===== src/rtl/h2h_lbus_bridge_if.sv =====
// Bus bundle between the h2h AHB-Lite master port and the local-bus bridge.
// The slave modport is the bridge side; master is the bus/peripheral side.
interface h2h_lbus_bridge_if #(
   parameter int NUM_CH = 4,
   parameter int CH_AW  = 12
);
   logic [31:0]          h2h_haddr;
   logic [1:0]           h2h_htrans;
   logic                 h2h_hwrite;
   logic [2:0]           h2h_hsize;
   logic [31:0]          h2h_hwdata;
   logic [31:0]          h2h_hrdata;
   logic                 h2h_hreadyout;
   logic [1:0]           h2h_hresp;
   logic [NUM_CH-1:0]    lb_req;
   logic                 lb_wr;
   logic [CH_AW-1:0]     lb_addr;
   logic [31:0]          lb_wdata;
   logic [3:0]           lb_be;
   logic [NUM_CH-1:0]    lb_ack;
   logic [NUM_CH*32-1:0] lb_rdata;

   modport slave (
      input  h2h_haddr, h2h_htrans, h2h_hwrite, h2h_hsize, h2h_hwdata, lb_ack, lb_rdata,
      output h2h_hrdata, h2h_hreadyout, h2h_hresp, lb_req, lb_wr, lb_addr, lb_wdata, lb_be
   );

   modport master (
      output h2h_haddr, h2h_htrans, h2h_hwrite, h2h_hsize, h2h_hwdata, lb_ack, lb_rdata,
      input  h2h_hrdata, h2h_hreadyout, h2h_hresp, lb_req, lb_wr, lb_addr, lb_wdata, lb_be
   );
endinterface


===== src/rtl/h2h_lbus_bridge.sv =====
// AHB-Lite slave decoding h2h transfers onto NUM_CH req/ack local-bus channels.
// Define H2H_TIMEOUT_EN to abort a REQ phase with ERROR after TIMEOUT cycles without ack.
module h2h_lbus_bridge #(
   parameter int          NUM_CH    = 4,
   parameter logic [31:0] BASE_ADDR = 32'h6000_0000,
   parameter int          CH_AW     = 12,
   parameter int          TIMEOUT   = 255
) (
   input logic              h2h_mclk,
   input logic              h2h_rst,
   h2h_lbus_bridge_if.slave bus
);
   localparam int CH_BITS = $clog2(NUM_CH);
   localparam int CHW     = (CH_BITS == 0) ? 1 : CH_BITS;
   localparam int DEC_SH  = CH_AW + CH_BITS;
   localparam logic [1:0] RESP_OKAY = 2'b00;
   localparam logic [1:0] RESP_ERR  = 2'b01;

   typedef enum logic [2:0] {IDLE, DATA, REQ, DONE, ERR1, ERR2} state_t;

   state_t           state;
   logic [CHW-1:0]   ch_q;
   logic [CHW-1:0]   ch_d;
   logic             wr_q;
   logic [CH_AW-1:0] off_q;
   logic [3:0]       be_q;
   logic             accept;
   logic             bad_d;

`ifdef H2H_TIMEOUT_EN
   localparam int TW    = $clog2(TIMEOUT + 1);
   localparam int CNT_W = (TW < 8) ? 8 : ((TW > 16) ? 16 : TW);
   logic [CNT_W-1:0] tmo_cnt;
`endif

   function automatic logic [3:0] byte_en(input logic [2:0] size, input logic [1:0] a);
      case (size)
         3'd0:    byte_en = 4'b0001 << a;
         3'd1:    byte_en = 4'b0011 << {a[1], 1'b0};
         default: byte_en = 4'hF;
      endcase
   endfunction

   // Channel indices past NUM_CH (non power-of-two counts) are treated as unmapped.
   always_comb begin
      accept = bus.h2h_hreadyout && (bus.h2h_htrans == 2'b10 || bus.h2h_htrans == 2'b11);
      ch_d   = (CH_BITS == 0) ? '0 : CHW'(bus.h2h_haddr >> CH_AW);
      bad_d  = ((bus.h2h_haddr >> DEC_SH) != (BASE_ADDR >> DEC_SH))
            || (int'(ch_d) >= NUM_CH)
            || (bus.h2h_hsize > 3'd2)
            || (bus.h2h_hsize == 3'd1 && bus.h2h_haddr[0])
            || (bus.h2h_hsize == 3'd2 && bus.h2h_haddr[1:0] != 2'b00);
   end

   always_ff @(posedge h2h_mclk) begin
      if (h2h_rst) begin
         state             <= IDLE;
         bus.h2h_hreadyout <= 1'b1;
         bus.h2h_hresp     <= RESP_OKAY;
         bus.h2h_hrdata    <= '0;
         bus.lb_req        <= '0;
         bus.lb_wr         <= 1'b0;
         bus.lb_addr       <= '0;
         bus.lb_wdata      <= '0;
         bus.lb_be         <= '0;
         ch_q              <= '0;
         wr_q              <= 1'b0;
         off_q             <= '0;
         be_q              <= '0;
`ifdef H2H_TIMEOUT_EN
         tmo_cnt           <= '0;
`endif
      end else begin
         case (state)
            // Address-phase capable states: hreadyout is high here.
            IDLE, DONE, ERR2: begin
               state             <= IDLE;
               bus.h2h_hreadyout <= 1'b1;
               bus.h2h_hresp     <= RESP_OKAY;
               if (accept) begin
                  ch_q              <= ch_d;
                  wr_q              <= bus.h2h_hwrite;
                  off_q             <= bus.h2h_haddr[CH_AW-1:0];
                  be_q              <= byte_en(bus.h2h_hsize, bus.h2h_haddr[1:0]);
                  bus.h2h_hreadyout <= 1'b0;
                  if (bad_d) begin
                     state         <= ERR1;
                     bus.h2h_hresp <= RESP_ERR;
                  end else begin
                     state <= DATA;
                  end
               end
            end
            DATA: begin
               bus.lb_wdata <= bus.h2h_hwdata;
               bus.lb_req   <= NUM_CH'(1) << ch_q;
               bus.lb_wr    <= wr_q;
               bus.lb_addr  <= off_q;
               bus.lb_be    <= be_q;
`ifdef H2H_TIMEOUT_EN
               tmo_cnt      <= '0;
`endif
               state        <= REQ;
            end
            REQ: begin
               if (bus.lb_ack[ch_q]) begin
                  bus.lb_req        <= '0;
                  bus.h2h_hreadyout <= 1'b1;
                  bus.h2h_hresp     <= RESP_OKAY;
                  if (!wr_q) bus.h2h_hrdata <= bus.lb_rdata[32*int'(ch_q) +: 32];
                  state             <= DONE;
               end
`ifdef H2H_TIMEOUT_EN
               else if (tmo_cnt == CNT_W'(TIMEOUT - 1)) begin
                  bus.lb_req    <= '0;
                  bus.h2h_hresp <= RESP_ERR;
                  state         <= ERR1;
               end else begin
                  tmo_cnt <= tmo_cnt + 1'b1;
               end
`endif
            end
            ERR1: begin
               bus.h2h_hreadyout <= 1'b1;
               bus.h2h_hresp     <= RESP_ERR;
               state             <= ERR2;
            end
            default: state <= IDLE;
         endcase
      end
   end
endmodule


===== src/flat_wrapper.sv =====
// flat-port wrapper written by rule: the top's interface ports become plain ports
module h2h_lbus_bridge_flat 
#(
   parameter int          NUM_CH    = 4,
   parameter logic [31:0] BASE_ADDR = 32'h6000_0000,
   parameter int          CH_AW     = 12,
   parameter int          TIMEOUT   = 255
)
  (h2h_mclk, h2h_rst, bus_h2h_haddr, bus_h2h_htrans, bus_h2h_hwrite, bus_h2h_hsize, bus_h2h_hwdata, bus_lb_ack, bus_lb_rdata, bus_h2h_hrdata, bus_h2h_hreadyout, bus_h2h_hresp, bus_lb_req, bus_lb_wr, bus_lb_addr, bus_lb_wdata, bus_lb_be);
  h2h_lbus_bridge_if #(.NUM_CH(NUM_CH), .CH_AW(CH_AW)) bus_i ();
  input logic h2h_mclk;
  input logic h2h_rst;
  input wire logic [$bits(bus_i.h2h_haddr)-1:0] bus_h2h_haddr;
  input wire logic [$bits(bus_i.h2h_htrans)-1:0] bus_h2h_htrans;
  input wire logic [$bits(bus_i.h2h_hwrite)-1:0] bus_h2h_hwrite;
  input wire logic [$bits(bus_i.h2h_hsize)-1:0] bus_h2h_hsize;
  input wire logic [$bits(bus_i.h2h_hwdata)-1:0] bus_h2h_hwdata;
  input wire logic [$bits(bus_i.lb_ack)-1:0] bus_lb_ack;
  input wire logic [$bits(bus_i.lb_rdata)-1:0] bus_lb_rdata;
  output wire logic [$bits(bus_i.h2h_hrdata)-1:0] bus_h2h_hrdata;
  output wire logic [$bits(bus_i.h2h_hreadyout)-1:0] bus_h2h_hreadyout;
  output wire logic [$bits(bus_i.h2h_hresp)-1:0] bus_h2h_hresp;
  output wire logic [$bits(bus_i.lb_req)-1:0] bus_lb_req;
  output wire logic [$bits(bus_i.lb_wr)-1:0] bus_lb_wr;
  output wire logic [$bits(bus_i.lb_addr)-1:0] bus_lb_addr;
  output wire logic [$bits(bus_i.lb_wdata)-1:0] bus_lb_wdata;
  output wire logic [$bits(bus_i.lb_be)-1:0] bus_lb_be;
  assign bus_i.h2h_haddr = bus_h2h_haddr;
  assign bus_i.h2h_htrans = bus_h2h_htrans;
  assign bus_i.h2h_hwrite = bus_h2h_hwrite;
  assign bus_i.h2h_hsize = bus_h2h_hsize;
  assign bus_i.h2h_hwdata = bus_h2h_hwdata;
  assign bus_i.lb_ack = bus_lb_ack;
  assign bus_i.lb_rdata = bus_lb_rdata;
  assign bus_h2h_hrdata = bus_i.h2h_hrdata;
  assign bus_h2h_hreadyout = bus_i.h2h_hreadyout;
  assign bus_h2h_hresp = bus_i.h2h_hresp;
  assign bus_lb_req = bus_i.lb_req;
  assign bus_lb_wr = bus_i.lb_wr;
  assign bus_lb_addr = bus_i.lb_addr;
  assign bus_lb_wdata = bus_i.lb_wdata;
  assign bus_lb_be = bus_i.lb_be;
  h2h_lbus_bridge #(.NUM_CH(NUM_CH), .BASE_ADDR(BASE_ADDR), .CH_AW(CH_AW), .TIMEOUT(TIMEOUT)) u_core (.h2h_mclk(h2h_mclk), .h2h_rst(h2h_rst), .bus(bus_i));
endmodule

===== config.mk =====
export PLATFORM = sky130hd
export DESIGN_NAME = h2h_lbus_bridge_flat
export DESIGN_NICKNAME = d
export VERILOG_FILES = /design/src/rtl/h2h_lbus_bridge_if.sv /design/src/rtl/h2h_lbus_bridge.sv /design/src/flat_wrapper.sv
export SDC_FILE = /design/constraint.sdc
export NUM_CORES = 1
export LEC_CHECK = 0
export BUFFER_PORTS_ARGS = -buffer_cell sky130_fd_sc_hd__buf_2
export CORE_AREA = 2 2 115 117
export CTS_CLUSTER_SIZE = 10
export DETAILED_ROUTE_END_ITERATION = 10
export DIE_AREA = 0 0 117 119
export PLACE_DENSITY = 0.76
export SETUP_SLACK_MARGIN = 0.02
export SLEW_MARGIN = 10
export SYNTH_ARGS = -nofsm -noshare
export SYNTH_HDL_FRONTEND = slang
export SYNTH_SLANG_ARGS = --single-unit

===== constraint.sdc =====
create_clock -name h2h_mclk -period 2.33 [get_ports h2h_mclk]
set_input_delay 0.466 -clock h2h_mclk [delete_from_list [all_inputs] [get_ports h2h_mclk]]
set_output_delay 0.466 -clock h2h_mclk [all_outputs]
set_load 0.005 [all_outputs]

## Word level (Yosys, flattened, before mapping)

Index checks and enable logic that the tools add are counted.

| storage, ports and cells | value |
|---|---|
| bits in latches | 0 |
| memory bits (read-only) | 0 |
| output and inout port bits | 88 |
| input port bits | 204 |
| memories kept | 0 |
| memory bits (writable) | 0 |
| flip-flop bits (word level) | 110 |

| cells by class | value |
|---|---|
| magnitude comparators | 2 |
| add/sub/neg operators | 0 |
| muxes and demuxes | 16 |
| div/mod/pow operators | 0 |
| shift-type cells | 4 |
| bitwise operators | 1 |
| multiply operators | 0 |
| reductions and logical operators | 17 |
| equality and inequality tests | 11 |

Operator list:

| cell | number |
|---|---|
| $shiftx 128x8->32 | 1 |
| $ne 18x17->1 const B | 1 |
| $pmux 4 s2 | 2 |
| $pmux 3 s4 | 1 |
| $eq 3x2->1 const B | 3 |
| $mux 3 | 3 |
| $shl 1x2->4 const A | 2 |
| $eq 3x1->1 const B | 2 |
| $eq 3x3->1 const B | 2 |
| $logic_not 3->1 | 2 |
| $pmux 2 s3 | 1 |
| $reduce_and 2->1 | 3 |
| $eq 2x2->1 const B | 2 |
| $logic_or 1x1->1 | 4 |
| $mux 1 | 4 |
| $mux 2 | 2 |
| $mux 4 | 1 |
| $reduce_bool 2->1 | 2 |
| $shl 2x2->4 const A | 1 |
| $gt 3x2->1 const B | 1 |
| $logic_and 1x1->1 | 3 |
| $lt 2x3->1 const B | 1 |
| $pmux 1 s3 | 1 |
| $reduce_and 3->1 | 1 |
| 5 further kinds | 5 |

## Logic depth before layout (Yosys ltp)

| depth | value |
|---|---|
| word-level depth | 7 |
| depth in mapped cells | 7 |

## Worst setup path after synthesis

Ideal clock, no wire load.

| path | value |
|---|---|
| kind | input port to flip-flop |
| start | in bus_lb_ack[3] |
| end | reg u_core.bus.h2h_hrdata[10] |
| stages | 6 |
| path slack | 0.685 ns |
| arrival time | 1.512 ns |
| setup time | 0.132 ns |
| required time | 2.198 ns |
| path through | mux4_2 > and3b_1 > buf_4 > buf_6 > nand2_1 > a21oi_1 |

| between the ends | value |
|---|---|
| longest elaborated chain between the ends | 3 |

RTL lines:

| item | line | source |
|---|---|---|
| start, declared | flat_wrapper.sv:18 | `input wire logic [$bits(bus_i.lb_ack)-1:0] bus_lb_ack;` |
| $bmux 1 s2 | h2h_lbus_bridge.sv:106 | `if (bus.lb_ack[ch_q]) begin` |
| $mux 1 (not written as such) | h2h_lbus_bridge.sv:106 |  |
| $reduce_and 3->1 (no source line) | - |  |
| end signal, assigned | h2h_lbus_bridge.sv:110 | `if (!wr_q) bus.h2h_hrdata <= bus.lb_rdata[32*int'(ch_q) +: 32];` |
| end, declared | h2h_lbus_bridge_if.sv:25 | `output h2h_hrdata, h2h_hreadyout, h2h_hresp, lb_req, lb_wr, lb_addr, lb_wdata, lb_be` |

No other way between the ends. The select of a mux whose other input is x is not followed.
A chain may end at the register's enable or synchronous reset.

## Worst setup path after layout

| path | value |
|---|---|
| start | reg u_core.ch_q[1] |
| end | reg u_core.bus.h2h_hrdata[20] |

| between the ends | value |
|---|---|
| longest elaborated chain between the ends | 3 |
| elaborated cells between the ends (all ways) | 4 |

RTL lines:

| item | line | source |
|---|---|---|
| start, declared | h2h_lbus_bridge.sv:22 | `logic [CHW-1:0] ch_q;` |
| start signal, assigned | h2h_lbus_bridge.sv:81 | `ch_q <= ch_d;` |
| parallel branches: the longest is 3 deep, another holds $shiftx 128x8->32 | - |  |

Several ways; the timed one is not identified. The select of a mux whose other input is x is not followed.

==> flow_summary.json <==
{
  "drt_first_iter_violations": 335,
  "post_cts_resized": 0,
  "place_inst": 980,
  "slew_headroom": 0.521,
  "yosysTopAreaCellShare": 0.449,
  "grt_pass1_vias": 4750,
  "ys_seq_area_frac": 0.449,
  "setup-tns-final_ns": 0,
  "finalCritPeriodShare": 0.793,
  "power_leakage_nw": 2.91,
  "r2r_slack_ns": 0.48,
  "regArea_mm2": 0.00218,
  "maxCapViolCount": 0,
  "cp_num_cells": 5,
  "hold_violations": 0,
  "worst_setup_path_end_kind": "register",
  "reg2reg_depth": 5,
  "grt_pass1_wl_um": 23600,
  "tritoncts.num_buffers": 9,
  "core_mm2": 0.0129,
  "row_count": 42,
  "crit_arrival_ns": 2.12,
  "path_buf_inv": 1,
  "cts_setup_buffers": 0,
  "crit_fanout": 32,
  "netlist_top_cells_area": "dfxtp_1, mux4_2, nand2_1, a21oi_1, o21ai_0",
  "hold_class": "in2reg",
  "async_reset_ff_frac": 0,
  "clk_path_buf_depth": 2,
  "setup_viol": 0,
  "hold_buffers": 0,
  "cts_tree": "done",
  "cp-endpoint": "u_core.bus.h2h_hrdata[20]$_SDFFE_PP0P_",
  "required_ns": 2.61,
  "initial_core_util": 0.378,
  "ys_warn_count": 0,
  "slew_viol_final": 0,
  "r2r-start": "u_core.ch_q[1]$_SDFFE_PP0P_",
  "rsz0062_at_grt": "false",
  "p_per_area_mw_per_mm2": 840,
  "clk_root_buffer_cell": "clkbuf_16",
  "cp_top_family": "flip-flops",
  "nNetsFinal": 1019,
  "path_cells": "mux4_2, nand3b_2, buf_4, nand2_1, a21oi_1",
  "r2r_end": "u_core.bus.h2h_hrdata[20]$_SDFFE_PP0P_",
  "synth.distinct_cells": 38,
  "yosysTopAreaCell": "dfxtp_1",
  "startpoint": "u_core.ch_q[1]$_SDFFE_PP0P_",
  "cts_sinks": 109,
  "path_clk_slew_ns": 0.08,
  "layout_setup_ws_ns": 0.483,
  "vias": 5047,
  "die_h_um": 119,
  "remaining_drc_errors": 0,
  "drive_gt1_frac": 0.439,
  "synthFlopType": "dfxtp_1",
  "port_buffers": 289,
  "peakVddDrop_mv": 0.440,
  "hpwl_um": 12000,
  "skew_ns": 0.00843,
  "min_period_ns": 1.85,
  "grt_start_max_net_pins": 41,
  "cpPeakStageDelay_ns": 0.61,
  "pin_count": 292,
  "multiInputGateArea_mm2": 0.00244,
  "ant_nets": 0,
  "avgViaCountPerCell": 5.03,
  "stdcell_count": 1004,
  "area_growth_pct": 38.9,
  "tightest_slew_ns": 0.718,
  "wire_per_inst_um": 15.5,
  "post_synth_inst_count": 548,
  "die_area_mm2": 0.0139,
  "clock_latency_ns": 0.35,
  "crit_slowest_cell": "dfxtp_2",
  "cts_max_level": 3,
  "synth-seq-cells": 109,
  "grt.overflow.total": 0,
  "crit_type": "reg2reg",
  "syn_avg_cell_area_um2": 8.87,
  "antenna_found_initial": 8,
  "netlist_area_mm2": 0.00486,
  "synth-edff-count": 0,
  "routed_wl_um": 15500,
  "gp_congestion": 0.831,
  "synth_nets": 752,
  "place_ws_ns": 0.436,
  "power_mw": 5.67,
  "track_usage": 0.218,
  "status": "finished, final reports clean",
  "drt-pass1-iter-count": 5,
  "fill_cells": 1245,
  "dieWidth_um": 117,
  "fmax_mhz": 541,
  "final_cell_mix": "buf_2, nand2_1, dfxtp_1",
  "final_common_cell": "buf_2",
  "start_kind": "register"
}
cell families after synthesis:
| kind of cell | count (synthesis) | share of synthesized area |
|---|---|---|
| AO/OA/AOI/OAI | 139 | 0.148 |
| XOR/XNOR | 2 | 0.00360 |
| buffers and inverters | 47 | 0.0504 |
| flip-flops | 109 | 0.449 |
| multiplexers | 35 | 0.161 |
| other | 1 | 0.000771 |
| AND/OR/NAND/NOR | 215 | 0.187 |
metal layers:
layer,global-route usage,routed length [µm],vias to the layer above,part of all wire
met5,0,0,-,0
met4,0.0941,405,0,0.026
met3,0.0656,1320,22,0.085
met2,0.370,7790,229,0.50
met1,0.250,6030,2342,0.39
li1,-,-,2454,-
cells in the mapped netlist (2+ instances only):
| cell type | number |
|---|---|
| buf_4 | 6 |
| nand3_1 | 17 |
| nor2_1 | 7 |
| buf_6 | 3 |
| nand2_1 | 165 |
| mux4_2 | 33 |
| buf_2 | 12 |
| o21bai_1 | 2 |
| nor4_1 | 5 |
| clkbuf_1 | 20 |
| o21ai_0 | 24 |
| o21ai_1 | 2 |
| nand4_1 | 2 |
| dfxtp_1 | 109 |
| a311oi_1 | 3 |
| or3b_1 | 2 |
| xnor2_1 | 2 |
| clkbuf_4 | 2 |
| nor2b_1 | 3 |
| nor3b_1 | 2 |
| a21oi_1 | 105 |
| nor3_1 | 3 |
| nand2b_1 | 2 |
| buf_1 | 3 |
power breakdown:
| group | internal (mW) | switching, mW |
|---|---|---|
| sequential | 2.12 | 0.187 |
| clock | 0.863 | 0.747 |
| combinational | 0.800 | 0.954 |
sequential cells by signal, indices dropped and copies added, names as in the netlist:
name	count
u_core.ch_q	2
u_core.bus.h2h_hresp	1
u_core.off_q	12
u_core.state	3
u_core.bus.lb_req	4
u_core.be_q	4
u_core.bus.lb_be	4
u_core.bus.h2h_hreadyout	1
u_core.bus.lb_addr	12
u_core.bus.h2h_hrdata	32
u_core.bus.lb_wr	1
u_core.bus.lb_wdata	32
u_core.wr_q	1
per-stage QoR:
step	hold slack [ns]	utilization	cell area [µm²]
final	0.345	0.524	6750
after global routing	0.330	0.524	6750
after CTS	0.329	0.523	6730
after detailed placement	0.441	0.498	6410
after global placement	0.435	0.498	6410
after floorplan	0.428	-	4860
tightest hold or removal path, stage by stage:
cell and delay, ns:
buf_2 0.09, nand2_1 0.04, a21oi_1 0.05
layout make-up:
class                   count  area share
well taps                 176      0.0326
repair buffers            303       0.232
clock inverters             7      0.0137
clock buffers               9      0.0334
multi-input cells         392       0.362
diodes                      8     0.00297
flip-flops and latches    109       0.324
how the worst min path moves through the flow:
stage / startpoint / to / slack (ns) / cells past startpoint
after global routing: bus_h2h_hwdata[4] / u_core.bus.lb_wdata[4]$_SDFFE_PP0P_ / 0.33 / 3
after CTS: bus_h2h_hwdata[17] / u_core.bus.lb_wdata[17]$_SDFFE_PP0P_ / 0.33 / 3
after global placement: u_core.off_q[7]$_SDFFE_PP0P_ / u_core.bus.lb_addr[7]$_SDFFE_PP0P_ / 0.44 / 2
final: bus_h2h_hwdata[11] / u_core.bus.lb_wdata[11]$_SDFFE_PP0P_ / 0.35 / 3
after floorplan: u_core.off_q[0]$_SDFFE_PP0P_ / u_core.bus.lb_addr[0]$_SDFFE_PP0P_ / 0.43 / 2
after detailed placement: u_core.off_q[7]$_SDFFE_PP0P_ / u_core.bus.lb_addr[7]$_SDFFE_PP0P_ / 0.44 / 2
Power figures use the tool's default switching activity.
